## src/rtl/fp_acc_ctrl.sv

```systemverilog
// fp_acc_ctrl: drives a shared fixed-latency half-precision adder to
// accumulate a stream of LEN operands, then presents the sum on a
// valid/ready output. All float arithmetic happens in the external adder.
module fp_acc_ctrl #(
  parameter int unsigned ADD_LAT = 2,
  parameter int unsigned LEN_W   = 8
) (
  input  logic             CLK,
  input  logic             RESETn,
  input  logic             start,
  input  logic [LEN_W-1:0] len,
  input  logic [15:0]      in_data,
  input  logic             in_valid,
  output logic             in_ready,
  output logic [15:0]      add_a,
  output logic [15:0]      add_b,
  input  logic [15:0]      add_sum,
  output logic [15:0]      acc_out,
  output logic             out_valid,
  input  logic             out_ready,
  output logic             busy,
  output logic [LEN_W-1:0] remaining
);

  // Counter must hold ADD_LAT; keep at least one bit for a combinational adder.
  localparam int unsigned CNT_W = (ADD_LAT < 1) ? 1 : $clog2(ADD_LAT + 1);

  typedef enum logic [1:0] {
    S_IDLE,
    S_FETCH,
    S_WAIT,
    S_DONE
  } state_t;

  state_t           state;
  logic [15:0]      acc;
  logic [CNT_W-1:0] cnt;

  // Operand acceptance is a direct decode of the FETCH state.
  assign in_ready = (state == S_FETCH);

  // Sequencer: fetch operand, hold adder inputs for the latency window,
  // capture the sum, and repeat until the operand count is exhausted.
  always_ff @(posedge CLK or negedge RESETn) begin
    if (!RESETn) begin
      state     <= S_IDLE;
      acc       <= '0;
      cnt       <= '0;
      add_a     <= '0;
      add_b     <= '0;
      acc_out   <= '0;
      out_valid <= 1'b0;
      busy      <= 1'b0;
      remaining <= '0;
    end else begin
      case (state)
        S_IDLE: begin
          if (start) begin
            acc       <= '0;
            remaining <= len;
            busy      <= 1'b1;
            if (len != '0) begin
              state <= S_FETCH;
            end else begin
              // Empty run: report a zero result straight away.
              state     <= S_DONE;
              acc_out   <= '0;
              out_valid <= 1'b1;
            end
          end
        end
        S_FETCH: begin
          if (in_valid) begin
            add_a <= acc;
            add_b <= in_data;
            cnt   <= CNT_W'(ADD_LAT);
            state <= S_WAIT;
          end
        end
        S_WAIT: begin
          if (cnt == '0) begin
            acc       <= add_sum;
            remaining <= remaining - LEN_W'(1);
            if (remaining == LEN_W'(1)) begin
              state     <= S_DONE;
              acc_out   <= add_sum;
              out_valid <= 1'b1;
            end else begin
              state <= S_FETCH;
            end
          end else begin
            cnt <= cnt - CNT_W'(1);
          end
        end
        S_DONE: begin
          if (out_ready) begin
            out_valid <= 1'b0;
            busy      <= 1'b0;
            state     <= S_IDLE;
          end
        end
        default: state <= S_IDLE;
      endcase
    end
  end

endmodule

```

## config.mk

```make
export PLATFORM = sky130hd
export DESIGN_NAME = fp_acc_ctrl
export DESIGN_NICKNAME = d
export VERILOG_FILES = /design/src/rtl/fp_acc_ctrl.sv
export SDC_FILE = /design/constraint.sdc
export NUM_CORES = 1
export LEC_CHECK = 0
export CAP_MARGIN = 15
export CELL_PAD_IN_SITES_DETAIL_PLACEMENT = 1
export CELL_PAD_IN_SITES_GLOBAL_PLACEMENT = 2
export CORE_MARGIN = 1
export CORE_UTILIZATION = 29
export CTS_CLUSTER_DIAMETER = 30
export CTS_CLUSTER_SIZE = 10
export DETAILED_ROUTE_END_ITERATION = 16
export PLACE_DENSITY = 0.91
export SYNTH_ARGS = -nofsm -noshare
export SYNTH_HDL_FRONTEND = slang
export SYNTH_SLANG_ARGS = --single-unit
```

## constraint.sdc

```tcl
create_clock -name CLK -period 3.7 [get_ports CLK]
set_input_delay 0.74 -clock CLK [delete_from_list [all_inputs] [get_ports CLK]]
set_output_delay 0.74 -clock CLK [all_outputs]
set_load 0.02 [all_outputs]
```

# Word level (Yosys, flattened, before mapping)
# Cells that the tools add are included.
# totals
out_inout_bits	59
regBits	78
inputBits	45
# classes
eq_ne	11
n_reduce_logical	14
addsub	2
n_mux	28
# op_table
operator	n
16-bit two-way mux	6
16-bit case mux with 2 select lines	2
8-bit two-way mux	2
8-bit case mux with 2 select lines	1
2-bit two-way mux	7
2-bit != test, second input constant	7
3-bit AND reduction	3
8-bit by 1-bit equality test with 1-bit output, second input constant	1
2-bit case mux with 4 select lines	1
8-bit nonzero test	1
8-bit by 1-bit subtractor with 8-bit output, second input constant	1
1-bit two-way mux	6
6-bit AND reduction	1
2-bit nonzero test	3
5-bit AND reduction	1
2-bit equality test, second input constant	2
2-bit logical NOT	2
2-bit case mux with 2 select lines	1
4-bit AND reduction	1
1-bit case mux with 3 select lines	1
3-bit nonzero test	1
2-bit by 1-bit equality test with 1-bit output, second input constant	1
1-bit case mux with 2 select lines	1
2-bit AND reduction	1
2-bit by 1-bit subtractor with 2-bit output, second input constant	1

# Longest topological paths before layout
# depth
depth_word	4
ltp_mapped	8

# Worst setup path before layout
# OpenSTA, ideal clock, no wires.
# synth_path
path_type	reg-to-reg
start	reg remaining[1]
end	reg acc_out[10]
n_path_buf	1
t_arrival_ns	1.900
setup_time_ns	0.121
path_slack_ns	1.679
path_stages_with_launch	8
cell_sequence	dfrtp_1 > inv_1 > ha_1 > or4b_4 > nor4_4 > a21oi_2 > buf_6 > a22o_1
# synth_between
elab_chain_len	3
# synth_rtl
element	line	rtl
from (decl)	22	output logic [LEN_W-1:0] remaining
from (signal assigned)	60	remaining <= len;
from (signal assigned)	83	remaining <= remaining - LEN_W'(1);
8-bit by 1-bit equality test with 1-bit output	84	if (remaining == LEN_W'(1)) begin
2-bit != test (no line)	-	
5-bit AND reduction (no line)	-	
to (signal assigned)	86	acc_out <= add_sum;
to (decl)	18	output logic [15:0] acc_out,
# No other way between the ends.
# A chain may end at the register's enable or synchronous reset.

# Worst setup path after layout
# layout_path
start	reg state[1]
end	out in_ready
# layout_between
elab_chain_len	1
# layout_rtl
element	line	rtl
from (decl)	35	state_t state;
from (signal assigned)	46	state <= S_IDLE;
from (signal assigned)	63	state <= S_FETCH;
from (signal assigned)	66	state <= S_DONE;
2-bit by 1-bit equality test with 1-bit output	40	assign in_ready = (state == S_FETCH);
to (decl)	14	output logic in_ready,
# No other way between the ends.

==> impl_metrics.py <==
metrics = {
    "power_and_ir_drop": {
        "p_per_area_nw_per_um2": 822,
        "power_frac_comb": 0.438,
        "p_total_mw": 3.80,
        "p_seq_frac": 0.381,
        "p_sw_mw": 1.51,
        "p_int_mw": 2.30,
        "p_clk_frac": 0.181,
        "swShare": 0.396,
        "vdd_ir_drop_max_v": 0.000288,
        "p_leak_nw": 2.17,
    },
    "timing": {
        "slew_viol_final": 0,
        "finalHoldViolations": 0,
        "grt_setup_unrepaired": "false",
        "min_period_ns": 2.56,
        "setup_slack_ns": 1.14,
        "setup-violations-final": 0,
        "tightestPinTransition_ns": 0.988,
        "timing.fmax_mhz": 390,
        "holdWs_ns": 0.465,
        "fin_tns_setup_ns": 0,
        "slew_headroom": 0.341,
        "finalCritPeriodShare": 0.692,
        "finClkSkew_ns": 0.0120,
    },
    "cells_and_area": {
        "drive_above_1_share": 0.0605,
        "final_nets": 489,
        "area_growth_pct": 41.7,
        "n_antenna_cell": 0,
        "fillers": 1256,
        "finalCoreUtilization": 0.425,
        "instances_no_fill": 586,
        "design_area_sq_um": 4630,
    },
    "placement": {
        "gp_congestion": 0.813,
        "hpwlAfterDp_um": 6380,
        "dp_cells": 570,
        "pre_cts_ws_ns": 1.13,
        "portBuffers": 103,
        "placed_area_sq_um": 4410,
    },
    "floorplan": {
        "fp.dieW_um": 108,
        "boundaryPins": 104,
        "die_h_um": 108,
        "rows": 38,
        "fp.coreArea_sq_um": 10900,
        "dieArea_sq_um": 11700,
        "initial_core_util": 0.300,
    },
    "worst_setup_path": {
        "r2r_end": "acc_out[12]",
        "cp_slowest_cell": "clkdlybuf4s50_1",
        "cp-end-kind": "output port",
        "r2r-start": "state[1]",
        "ff2ff_setup_slack_ns": 1.24,
        "cp-start-kind": "flop",
        "path_cells": "nor2b_1 > clkdlybuf4s50_1",
        "cp_data_required_time_ns": 2.96,
        "arrival_ns": 1.82,
        "slowest_delay_ns": 0.64,
        "crit_path_max_fanout": 16,
        "worst-setup-path-type": "reg -> out",
        "worstRegToRegCells": 5,
    },
    "drt": {
        "totalWireLength_um": 9080,
        "ant_nets": 0,
        "drt_first_pass_iters": 4,
        "dr.first_iter.drc_count": 140,
        "vias": 2800,
        "drt_drc_violations_left": 0,
        "wl_per_cell_um": 15.5,
        "viasPerCell": 4.78,
    },
    "logic_synthesis": {
        "synth_area_sq_um": 3260,
        "synth_common_cells": "135 x nand2_1, 78 x dfrtp_1, 18 x clkbuf_1, 18 x nand3_1",
        "ys_types": 32,
        "syn_nets": 392,
        "avgSynthCellArea_sq_um": 9.49,
        "synth.top_cell.area_share": 0.598,
        "ys_seq_area_frac": 0.598,
        "synthTopCellsByArea": "dfrtp_1 60%, nand2_1 16%, a22o_1 4.3%, nand3_1 2.8%, o21ai_0 2.5%",
        "ys_ff_latch": 78,
        "async_flop_share": 1.00,
        "synth_edf_count": 0,
        "syn_inst": 344,
        "synth_top_area_cell": "dfrtp_1",
        "ys_warn_count": 0,
        "ys.flop_type": "dfrtp_1",
        "synth_most_common_cell": "nand2_1",
    },
    "worst_hold_path": {
        "worstHoldPathType": "reg -> reg",
        "worst_hold_path.endpoint": "add_a[9]",
        "min_from": "acc[9]",
        "hold_depth": 2,
    },
    "global_routing": {
        "grt_pass1_wl_um": 15000,
        "grt_util_all_layers": 0.167,
        "grt-ovfl-total": 0,
        "grt_max_degree": 79,
        "grt_pass1_vias": 2999,
        "grt_antenna_before_repair": 0,
    },
    "clocking": {
        "worstSkewPairLatency_ns": 0.35,
        "root_buffer": "clkbuf_8",
        "cts_made_buffers": 9,
        "ctsHtreeMaxLevel": 3,
        "cts_resized": 0,
        "cts_hold_buf": 0,
        "cts_tree": "done",
        "clk_pin_slew_worst_paths_ns": 0.08,
        "clockBufferDepth": 2,
        "postCtsSetupBuffers": 0,
        "clock-sinks": 78,
    },
    "run": {
        "drv_cap": 0,
    },
    "outcome": {
        "status": "completed",
    },
}
-- sequential cells by signal, indices dropped and copies added, names as in the netlist, 2 cells and up --
name,flops
acc_out,16
add_b,16
add_a,16
cnt,2
remaining,8
state,2
acc,16
-- power by group through the flow --
| stage | Sequential [mW] | Clock [mW] | Combinational (mW) |
|---|---|---|---|
| 6_report | 1.45 | 0.689 | 1.67 |
| 5_1_grt | 1.50 | 0.750 | 1.84 |
| 4_1_cts | 1.45 | 0.710 | 1.69 |
| 3_5_place_dp | 1.47 | 0 | 1.68 |
| 3_3_place_gp | 1.45 | 0 | 1.63 |
| 2_1_floorplan | 1.69 | 0 | 0.654 |
-- how the worst max path moves through the flow --
| stage | start | endpoint | slack (ns) | cells after the start |
|---|---|---|---|---|
| finish | state[1] | in_ready | 1.14 | 2 |
| global route | state[1] | in_ready | 0.98 | 2 |
| CTS | state[1] | in_ready | 1.10 | 2 |
| detailed placement | len[1] | acc_out[12] | 1.13 | 5 |
| global placement | len[2] | acc_out[12] | 1.20 | 5 |
| floorplan | remaining[1] | acc_out[10] | 1.68 | 7 |
-- placed cells by master, fill, tap and decap left out, drive strengths merged, types with 6 or more instances in the layout --
master         instances
nand2                135
clkdlybuf4s50        102
dfrtp                 78
nand3                 18
a22o                  16
o21ai                 16
a21oi                 10
clkbuf                10
inv                    7
nor2                   6
buf                    6
-- cell families after synthesis --
family	Yosys count	synth area share
buffers and inverters	29	0.0368
and+or+nand+nor	179	0.237
muxes	2	0.00652
AOI/OAI and AO/OA	53	0.110
adders and majority gates	3	0.0115
DFF	78	0.598
-- routing by layer --
metal	vias to the layer above	part of all wire	track usage
met4	0	0.018	0.0714
met5	-	0	0
met1	1372	0.45	0.218
li1	1335	-	-
met3	13	0.051	0.0332
met2	80	0.48	0.270
-- area by class of cell --
type	instances	area, sq um	area share
flip-flops and latches	78	1950	0.422
repair buffers	108	1070	0.230
clock inverters	6	86.3	0.0187
well taps	140	175	0.0379
clock buffers	10	128	0.0276
inverters	7	26.3	0.00568
multi-input cells	237	1190	0.258
-- worst max-delay path, delay by kind of cell, from the launching register on --
family,cells,cell delay (ns)
buffers and inverters,1,0.64
flip-flops,1,0.58
AND/OR/NAND/NOR,1,0.25
No activity file was read; power rests on OpenSTA's default activity.
